$ cat config.mk
export PLATFORM = sky130hd
export DESIGN_NAME = led_disp_arb_flat
export DESIGN_NICKNAME = d
export VERILOG_FILES = /design/src/rtl/led_pkg.sv /design/src/rtl/led_disp_arb_if.sv /design/src/rtl/rr_arb.sv /design/src/rtl/led_disp_arb.sv /design/src/flat_wrapper.sv
export SDC_FILE = /design/constraint.sdc
export NUM_CORES = 1
export LEC_CHECK = 0
export CAP_MARGIN = 5
export CORE_UTILIZATION = 30
export DETAILED_ROUTE_END_ITERATION = 10
export DONT_BUFFER_PORTS = 1
export MAX_ROUTING_LAYER = met4
export SLEW_MARGIN = 25
export SYNTH_ARGS = -nofsm -noshare
export SYNTH_HDL_FRONTEND = slang
export SYNTH_HIERARCHICAL = 1
export SYNTH_SLANG_ARGS = --single-unit
$ cat constraint.sdc
create_clock -name sys_clk -period 4 [get_ports sys_clk]
set_clock_uncertainty 0.1 [all_clocks]
set_input_delay 0.8 -clock sys_clk [delete_from_list [all_inputs] [get_ports sys_clk]]
set_output_delay 0.8 -clock sys_clk [all_outputs]
set_load 0.03 [all_outputs]
$ cat src/rtl/led_pkg.sv
// Shared types and helpers for the LED nibble display arbiter.
//   state_e  : display FSM states
//   LED_OFF  : all four active-low LEDs dark
//   nib_led  : converts a nibble to active-low LED drive
package led_pkg;

    typedef enum logic [1:0] {
        IDLE    = 2'd0,
        SHOW_HI = 2'd1,
        SHOW_LO = 2'd2,
        GAP     = 2'd3
    } state_e;

    localparam logic [3:0] LED_OFF = 4'hF;

    function automatic logic [3:0] nib_led(input logic [3:0] nib);
        return ~nib;
    endfunction

endpackage

$ cat src/rtl/led_disp_arb_if.sv
// Byte-source bus shared by NREQ requesters and the display arbiter.
//   req_valid : per-requester byte valid
//   req_data  : byte for requester i at [8i+7:8i]
//   req_ready : one-hot accept strobe from the arbiter
// master = byte sources, slave = arbiter.
interface led_disp_arb_if #(
    parameter int NREQ = 4
);
    logic [NREQ-1:0]   req_valid;
    logic [8*NREQ-1:0] req_data;
    logic [NREQ-1:0]   req_ready;

    modport master (output req_valid, output req_data, input req_ready);
    modport slave  (input req_valid, input req_data, output req_ready);
endinterface

$ cat src/rtl/rr_arb.sv
// Combinational round-robin arbiter.
//   req : request vector
//   ptr : highest-priority index; search runs upward from here with wrap
//   gnt : one-hot grant (zero when no request)
//   idx : index of the granted requester (zero when no request)
//   any : at least one request present
module rr_arb #(
    parameter  int N  = 4,
    localparam int IW = (N > 1) ? $clog2(N) : 1
) (
    input  logic [N-1:0]  req,
    input  logic [IW-1:0] ptr,
    output logic [N-1:0]  gnt,
    output logic [IW-1:0] idx,
    output logic          any
);

    // NOTE: every output gets a default before the search loop so no path
    // leaves it unassigned, which would otherwise infer a latch.
    always_comb begin
        gnt = '0;
        idx = '0;
        any = 1'b0;
        for (int off = 0; off < N; off++) begin
            int            j;
            logic [IW-1:0] cand;
            j = int'(ptr) + off;
            if (j >= N) j = j - N;
            cand = IW'(j);
            if (!any && req[cand]) begin
                any = 1'b1;
                idx = cand;
            end
        end
        if (any) gnt[idx] = 1'b1;
    end

endmodule

$ cat src/rtl/led_disp_arb.sv
// Time-shares a 4-LED nibble display between NREQ byte sources.
// One byte is accepted per grant (round-robin), shown high nibble then low
// nibble for HALF_CYC cycles each, REPEAT times, followed by GAP_CYC blank
// cycles.
//   sys_clk, rst : clock and asynchronous active-high reset
//   flush        : synchronous abort of the current display
//   bus          : byte-source handshake (slave side)
//   busy         : state != IDLE
//   owner        : index of the requester being displayed
//   lec          : 0 = high nibble shown, 1 = low nibble or blank
//   led          : active-low LED drive
module led_disp_arb
    import led_pkg::*;
#(
    parameter  int NREQ     = 4,
    parameter  int HALF_CYC = 25_000_000,
    parameter  int GAP_CYC  = 5_000_000,
    parameter  int REPEAT   = 1,
    localparam int OW       = (NREQ > 1) ? $clog2(NREQ) : 1
) (
    input  logic                  sys_clk,
    input  logic                  rst,
    input  logic                  flush,
    led_disp_arb_if.slave         bus,
    output logic                  busy,
    output logic [OW-1:0]         owner,
    output logic                  lec,
    output logic [3:0]            led
);

    localparam logic [31:0] HALF_LAST = 32'(HALF_CYC - 1);
    localparam logic [31:0] GAP_LAST  = 32'(GAP_CYC - 1);
    localparam logic [31:0] REP_LAST  = 32'(REPEAT - 1);

    state_e        state_q;
    logic [31:0]   cnt_q;
    logic [31:0]   rep_q;
    logic [7:0]    data_q;
    logic [OW-1:0] ptr_q;
    logic [OW-1:0] owner_q;
    logic          lec_q;
    logic [3:0]    led_q;

    logic [NREQ-1:0] gnt;
    logic [OW-1:0]   g_idx;
    logic            g_any;
    logic [7:0]      sel_byte;
    logic            accept;

    rr_arb #(.N(NREQ)) u_rr_arb (
        .req (bus.req_valid),
        .ptr (ptr_q),
        .gnt (gnt),
        .idx (g_idx),
        .any (g_any)
    );

    always_comb begin
        sel_byte = '0;
        for (int i = 0; i < NREQ; i++) begin
            if (g_idx == OW'(i)) sel_byte = bus.req_data[8*i +: 8];
        end
    end

    // Grants only in IDLE; rst gates ready so it drops the instant reset
    // asserts rather than waiting for the state register.
    assign accept        = (state_q == IDLE) && !flush && g_any;
    assign bus.req_ready = (state_q == IDLE && !flush && !rst) ? gnt : '0;

    // NOTE: sequential state uses non-blocking assignments so every register
    // samples pre-edge values, independent of statement order.
    always_ff @(posedge sys_clk or posedge rst) begin
        if (rst) begin
            state_q <= IDLE;
            cnt_q   <= '0;
            rep_q   <= '0;
            data_q  <= '0;
            ptr_q   <= '0;
            owner_q <= '0;
            lec_q   <= 1'b1;
            led_q   <= LED_OFF;
        end else if (flush && state_q != IDLE) begin
            // Abort: pointer keeps the value advanced at accept time.
            state_q <= IDLE;
            cnt_q   <= '0;
            rep_q   <= '0;
            lec_q   <= 1'b1;
            led_q   <= LED_OFF;
        end else begin
            unique case (state_q)
                IDLE: begin
                    if (accept) begin
                        data_q  <= sel_byte;
                        owner_q <= g_idx;
                        ptr_q   <= (g_idx == OW'(NREQ - 1)) ? '0 : g_idx + OW'(1);
                        cnt_q   <= '0;
                        rep_q   <= '0;
                        state_q <= SHOW_HI;
                        lec_q   <= 1'b0;
                        led_q   <= nib_led(sel_byte[7:4]);
                    end
                end
                SHOW_HI: begin
                    if (cnt_q == HALF_LAST) begin
                        cnt_q   <= '0;
                        state_q <= SHOW_LO;
                        lec_q   <= 1'b1;
                        led_q   <= nib_led(data_q[3:0]);
                    end else begin
                        cnt_q <= cnt_q + 32'd1;
                    end
                end
                SHOW_LO: begin
                    if (cnt_q == HALF_LAST) begin
                        cnt_q <= '0;
                        if (rep_q < REP_LAST) begin
                            rep_q   <= rep_q + 32'd1;
                            state_q <= SHOW_HI;
                            lec_q   <= 1'b0;
                            led_q   <= nib_led(data_q[7:4]);
                        end else if (GAP_CYC > 0) begin
                            state_q <= GAP;
                            lec_q   <= 1'b1;
                            led_q   <= LED_OFF;
                        end else begin
                            state_q <= IDLE;
                            lec_q   <= 1'b1;
                            led_q   <= LED_OFF;
                        end
                    end else begin
                        cnt_q <= cnt_q + 32'd1;
                    end
                end
                GAP: begin
                    if (cnt_q == GAP_LAST) begin
                        cnt_q   <= '0;
                        state_q <= IDLE;
                    end else begin
                        cnt_q <= cnt_q + 32'd1;
                    end
                end
                default: state_q <= IDLE;
            endcase
        end
    end

    assign busy  = (state_q != IDLE);
    assign owner = owner_q;
    assign lec   = lec_q;
    assign led   = led_q;

endmodule

$ cat src/flat_wrapper.sv
// flat-port wrapper written by rule: the top's interface ports become plain ports
module led_disp_arb_flat import led_pkg::*;
#(
    parameter  int NREQ     = 4,
    parameter  int HALF_CYC = 25_000_000,
    parameter  int GAP_CYC  = 5_000_000,
    parameter  int REPEAT   = 1,
    localparam int OW       = (NREQ > 1) ? $clog2(NREQ) : 1
)
  (sys_clk, rst, flush, busy, owner, lec, led, bus_req_valid, bus_req_data, bus_req_ready);
  led_disp_arb_if #(.NREQ(NREQ)) bus_i ();
  input  logic sys_clk;
  input  logic rst;
  input  logic flush;
  output logic busy;
  output logic [OW-1:0] owner;
  output logic lec;
  output logic [3:0] led;
  input wire logic [$bits(bus_i.req_valid)-1:0] bus_req_valid;
  input wire logic [$bits(bus_i.req_data)-1:0] bus_req_data;
  output wire logic [$bits(bus_i.req_ready)-1:0] bus_req_ready;
  assign bus_i.req_valid = bus_req_valid;
  assign bus_i.req_data = bus_req_data;
  assign bus_req_ready = bus_i.req_ready;
  led_disp_arb #(.NREQ(NREQ), .HALF_CYC(HALF_CYC), .GAP_CYC(GAP_CYC), .REPEAT(REPEAT)) u_core (.sys_clk(sys_clk), .rst(rst), .flush(flush), .bus(bus_i), .busy(busy), .owner(owner), .lec(lec), .led(led));
endmodule
======== Word-level counts from Yosys, hierarchy flattened ========
Cells that the tools add are included.
word-level totals
  bits in registers ....................... 83
  input bits .............................. 39
  output and inout bits ................... 12
  word-level logic and storage cells ...... 126
operators by class
  add/subtract/negate cells ............... 10
  $lt $le $gt $ge ......................... 11
  eq/ne operators ......................... 13
  multiplexer cells ....................... 57
  bitwise operators ....................... 4
  reductions and logical operators ........ 23
operator list
  kind                                                       number
  two-way mux 32 bit                                         7
  one-hot mux 32 bit (3 select lines)                        1
  adder 32 x 1 -> 32 bit (second input constant)             2
  one-hot mux 32 bit (2 select lines)                        1
  equality test 32 x 23 -> 1 bit (second input constant)     1
  equality test 32 x 25 -> 1 bit (second input constant)     1
  < comparator 32 x 1 -> 1 bit (second input constant)       1
  two-way mux 8 bit                                          4
  two-way mux 2 bit                                          15
  two-way mux 4 bit                                          7
  < comparator 2 x 3 -> 1 bit (second input constant)        5
  two-way mux 1 bit                                          14
  inequality test 3 x 1 -> 1 bit (second input constant)     4
  inverter 4 bit                                             3
  one-hot mux 4 bit (3 select lines)                         1
  AND reduction 4 bit                                        3
  greater-or-equal comparator 3 bit (second input constant)  3
  binary-select mux 1 bit (select 2 bit)                     4
  equality test 2 bit (second input constant)                4
  logical AND 1 bit                                          8
  one-hot mux 2 bit (4 select lines)                         1
  subtractor 2 x 1 -> 2 bit (second input constant)          4
  adder 2 x 2 -> 3 bit (second input constant)               2
  zero test 1 bit                                            5
  other kinds (15)                                           17

======== Logic depth before layout (Yosys ltp) ========
  depth in word-level cells ............... 23
  depth in mapped cells ................... 13
  depth with buffers taken out ............ 11

======== Cells and area by module ========
Netlist, hierarchy kept.
modules (own cells, without submodules)
  module        instances  cells an instance  area each (µm²)  seq. area each (µm²)
  led_disp_arb  1          368                3109.2           1182.4
  rr_arb        1          32                 182.7            0.0

======== Least setup slack after synthesis ========
Ideal clock, no wire load.
  path kind ............................... input to register
  from .................................... input port bus_req_valid[1]
  to ...................................... register u_core.data_q[0]
  setup time .............................. 136 ps
  arrival time ............................ 2459 ps
  required time ........................... 3764 ps
  setup slack ............................. 1306 ps
  cell stages on the path ................. 12
  path buffers ............................ 2
  path through ............................ buf_2 nand2b_1 a21oi_1 a211oi_2 ha_1 clkbuf_1 nand3b_1 a21oi_1 a21oi_1 nor2_1 a21oi_1 o21ai_0
on the way
  cells in the longest elaborated chain, start to end .. 17
  elaborated cells between the ends (all ways) .. 32
  classes of those cells .................. 3 x eq/ne; 20 x mux; 9 x reduce/logical
RTL lines
  item                                     RTL line            text
  start: declaration                       flat_wrapper.sv:19  input wire logic [$bits(bus_i.req_valid)-1:0] bus_req_valid;
  binary-select mux 1 bit (select 2 bit)   rr_arb.sv:30        if (!any && req[cand]) begin
  two-way mux 1 bit (implied by the code)  rr_arb.sv:30
  two-way mux 1 bit                        rr_arb.sv:30
  zero test 1 bit                          rr_arb.sv:30
  logical AND 1 bit                        rr_arb.sv:30
  two-way mux 1 bit                        rr_arb.sv:30
  zero test 1 bit                          rr_arb.sv:30
  logical AND 1 bit                        rr_arb.sv:30
  two-way mux 1 bit                        rr_arb.sv:30
  zero test 1 bit                          rr_arb.sv:30
  logical AND 1 bit                        rr_arb.sv:30
  two-way mux 2 bit *                      rr_arb.sv:30
  via u_core.g_idx[0]                      led_disp_arb.sv:45  logic [OW-1:0] g_idx;
  zero test 2 bit                          led_disp_arb.sv:61  if (g_idx == OW'(i)) sel_byte = bus.req_data[8*i +: 8];
  two-way mux 8 bit (3 in series)          led_disp_arb.sv:61
  two-way mux 8 bit *                      led_disp_arb.sv:61
  end signal: assignment                   led_disp_arb.sv:93  data_q <= sel_byte;
  end: declaration                         led_disp_arb.sv:38  logic [7:0] data_q;
Mark *: on every way through the listed nets, which the timed path passes. The rest lies on a longest branch. The select of a mux whose other input is x is not followed.
A chain may end at the register's enable or synchronous reset.

======== Worst setup path in the final report ========
  from .................................... register u_core.state_q[0]
  to ...................................... output port bus_req_ready[3]
on the way
  cells in the longest elaborated chain, start to end .. 4
RTL lines
  item                             RTL line            text
  start: declaration               led_disp_arb.sv:35  state_e state_q;
  start signal: assignment         led_disp_arb.sv:74  state_q <= IDLE;
  start signal: assignment         led_disp_arb.sv:84  state_q <= IDLE;
  start signal: assignment         led_disp_arb.sv:98  state_q <= SHOW_HI;
  zero test 2 bit                  led_disp_arb.sv:68  assign bus.req_ready = (state_q == IDLE && !flush && !rst) ? gnt : '0;
  logical AND 1 bit (2 in series)  led_disp_arb.sv:68
  two-way mux 4 bit                led_disp_arb.sv:68
  end: declaration                 flat_wrapper.sv:21  output wire logic [$bits(bus_i.req_ready)-1:0] bus_req_ready;
Every way passes these cells.

==> reports/metrics.csv <==
stage,metric,value,unit
cts,cts_buffers,5,
sta,hold_viol_final,0,
detailed_routing,routed.top_layer,met4,
detailed_routing,wire_per_inst,15.32,microns
sta,worst_hold_slack,332.9,ps
placed_design,post-dp-hpwl,5686,microns
cells_and_area,mostFrequentLayoutCells,"60 x nand2_1, 42 x dfrtp_1, 40 x nand3_1",
yosys,synth-edff-count,0,
pwr,pwr_density_cell,592.5,mW/mm^2
placed_design,placed_cells,520,
grt,grt_pass1_vias,2845,
detailed_routing,drc,0,
yosys,yosysWarnings,6,
floorplanning,ios,51,
detailed_routing,wl,8091,microns
yosys,synth-async-reset-ratio,1.000,
placed_design,place_area,0.003391,sq mm
yosys,syn-cell-area,0.003292,sq mm
yosys,synth-simple-area-share,0.3261,
yosys,muxShareOfSynthArea,0.02014,
cells_and_area,antenna_cells,0,
sta,tightest_slew,776.6,ps
critical_path,rr_startpoint,u_core/state_q[0],
grt,grt_pass1_wl,13720,microns
hold_path,hp-class,input pin to asynchronous set/reset pin,
grt,grt_usage,0.1506,
critical_path,cp_max_fo,5,
pwr,peakVddDrop,0.0002820,V
cells_and_area,nets,440,
detailed_routing,viasPerCell,5.670,
floorplanning,dieWidth,106.8,microns
pwr,power_leakage,1.396,nW
detailed_routing,num_vias,2994,
yosys,seq_area_frac_synth,0.3592,
critical_path,r2r_slack,920,ps
floorplanning,fp.coreArea,0.01046,sq mm
yosys,syn-num-nets,449,
sta,fin_tns_setup,0,ps
critical_path,end_kind,output pin,
cells_and_area,layout.cells.non_filler,528,
cts,cts.clk_slew.worst_paths,90,ps
job,maxCapViolCount,0,
detailed_routing,drt_iter0_drc,257,
cts,h-tree-depth,2,
floorplanning,row_count,37,
detailed_routing,drt_pass1_iterations,6,
cts,cts-resized-gates,0,
run_status,status,finished clean,
sta,drv_slew,0,
pwr,power,2.092,mW
critical_path,r2r_cells,8,
floorplanning,start_util,0.3146,
cts,clock_sinks,47,
grt,grt.overflow.total,0,
sta,setup_viol,0,
yosys,synth_xor_xnor_area_share,0,
sta,fmax,323.9,MHz
yosys,synth_adder_area_share,0.03801,
yosys,ys.flop_type,dfrtp_1,
detailed_routing,wl_met2,3906,microns
cts,clock_path_buffers,2,
cts,cts_setup_buffers,0,
cells_and_area,post-route-util,0.3375,
grt,grt_max_degree,48,
yosys,synth-seq-cells,47,
cells_and_area,fin_area,0.003531,sq mm
yosys,synth_compound_area_frac,0.2113,
placed_design,portBuffers,0,
grt,antenna_found_initial,0,
cells_and_area,final_common_cell,nand2_1,
critical_path,r2r_end,u_core/cnt_q[26],
sta,fin_crit_sh,0.7718,
sta,rsz0062_at_grt,no,
critical_path,worstSetupPathType,flop to output pin,
detailed_routing,met1_length,3742,microns
floorplanning,die_area,0.01140,sq mm
sta,worst_slack,912.7,ps
critical_path,required,3100,ps
yosys,synth_top_family_by_area,simple AND/OR/NAND/NOR gates,
cells_and_area,area_delta_synth_final,7.260,%
yosys,synth_area_per_cell,8.230,sq um
placed_design,place_ws,565.2,ps
sta,max_slew_margin,0.4783,
sta,period_needed,3087,ps
placed_design,gp_congestion,0.8089,
cts,insertion_delay,310,ps
critical_path,start_kind,flop,
cts,ctsHoldBuffers,0,
cells_and_area,drive_gt1_frac,0.08418,
cts,tritoncts,done,
critical_path,cp.arrival,2190,ps
detailed_routing,route.met3.wl,332,microns
detailed_routing,postRouteAntennaNets,0,
floorplanning,die_h,106.8,microns
yosys,synth.distinct_cells,60,
yosys,syn_inst,400,
cts,cts_root_buf,clkbuf_8,
[power breakdown]
group | internal (mW) | total (mW) | switching, mW | leakage, nW
Combinational | 0.345 | 0.968 | 0.623 | 0.705
Clock | 0.250 | 0.413 | 0.163 | 0.0654
Sequential | 0.573 | 0.712 | 0.139 | 0.626
Total | 1.17 | 2.09 | 0.924 | 1.40
[state kept, by name (all words and copies together) (netlist names)]
signal          cells
u_core/state_q      2
u_core/led          4
u_core/ptr_q        2
u_core/lec          1
u_core/owner        2
u_core/cnt_q       32
u_core/data_q       4
[logic make-up after synthesis]
logic type,Yosys count
and+or+nand+nor,207
AOI/OAI and AO/OA,97
DFF,47
buffers and inverters,33
adders and majority gates,10
muxes,6
[worst max-delay path by stage]
stage,from,to,slack [ps],cells after the start
4_1_cts,u_core/state_q[0],u_core/cnt_q[26],580,8
2_1_floorplan,bus_req_valid[1],u_core/data_q[0],1310,12
5_1_grt,u_core/state_q[0],u_core/cnt_q[22],670,8
6_report,u_core/state_q[0],bus_req_ready[3],910,5
3_5_place_dp,u_core/state_q[0],u_core/cnt_q[26],570,8
3_3_place_gp,flush,u_core/cnt_q[21],680,6
[synth_stat cells, types with 5 or more instances]
cell / n / share of area
nand2_1: 60 / 0.068
dfrtp_1: 42 / 0.32
nand3_1: 40 / 0.061
nor2_1: 27 / 0.031
o21ai_0: 27 / 0.041
a21oi_1: 21 / 0.032
inv_1: 15 / 0.017
nor3_1: 13 / 0.020
or4_1: 11 / 0.025
clkbuf_1: 10 / 0.011
ha_1: 10 / 0.038
nand2b_1: 9 / 0.017
nand4_1: 8 / 0.015
nor4_1: 7 / 0.013
a22o_1: 5 / 0.013
and2_1: 5 / 0.0095
and3_1: 5 / 0.0095
buf_2: 5 / 0.0076
dfstp_2: 5 / 0.040
mux2_2: 5 / 0.017
nand3b_1: 5 / 0.011
[worst max-delay path, stage by stage (launching register included)]
cell     delay (ps)
dfrtp_1         420
inv_1           130
ha_1            230
inv_1           210
nor3_1          500
and2_1          390
[routing by layer]
metal	global-route usage	vias to the layer above
li1	-	1468
met1	0.1937	1440
met2	0.2484	78
met3	0.01216	8
met4	0.05479	0
met5	-	-
[cell type report]
type | count | area (sq um)
repair buffers | 2 | 15.01
inverters | 15 | 58.81
clock buffers | 6 | 72.57
fillers | 1097 | 6932
well taps | 136 | 170.2
clock inverters | 2 | 60.06
flip-flops and latches | 47 | 1182
multi-input cells | 320 | 1972
(Power assumes the default switching activity.)
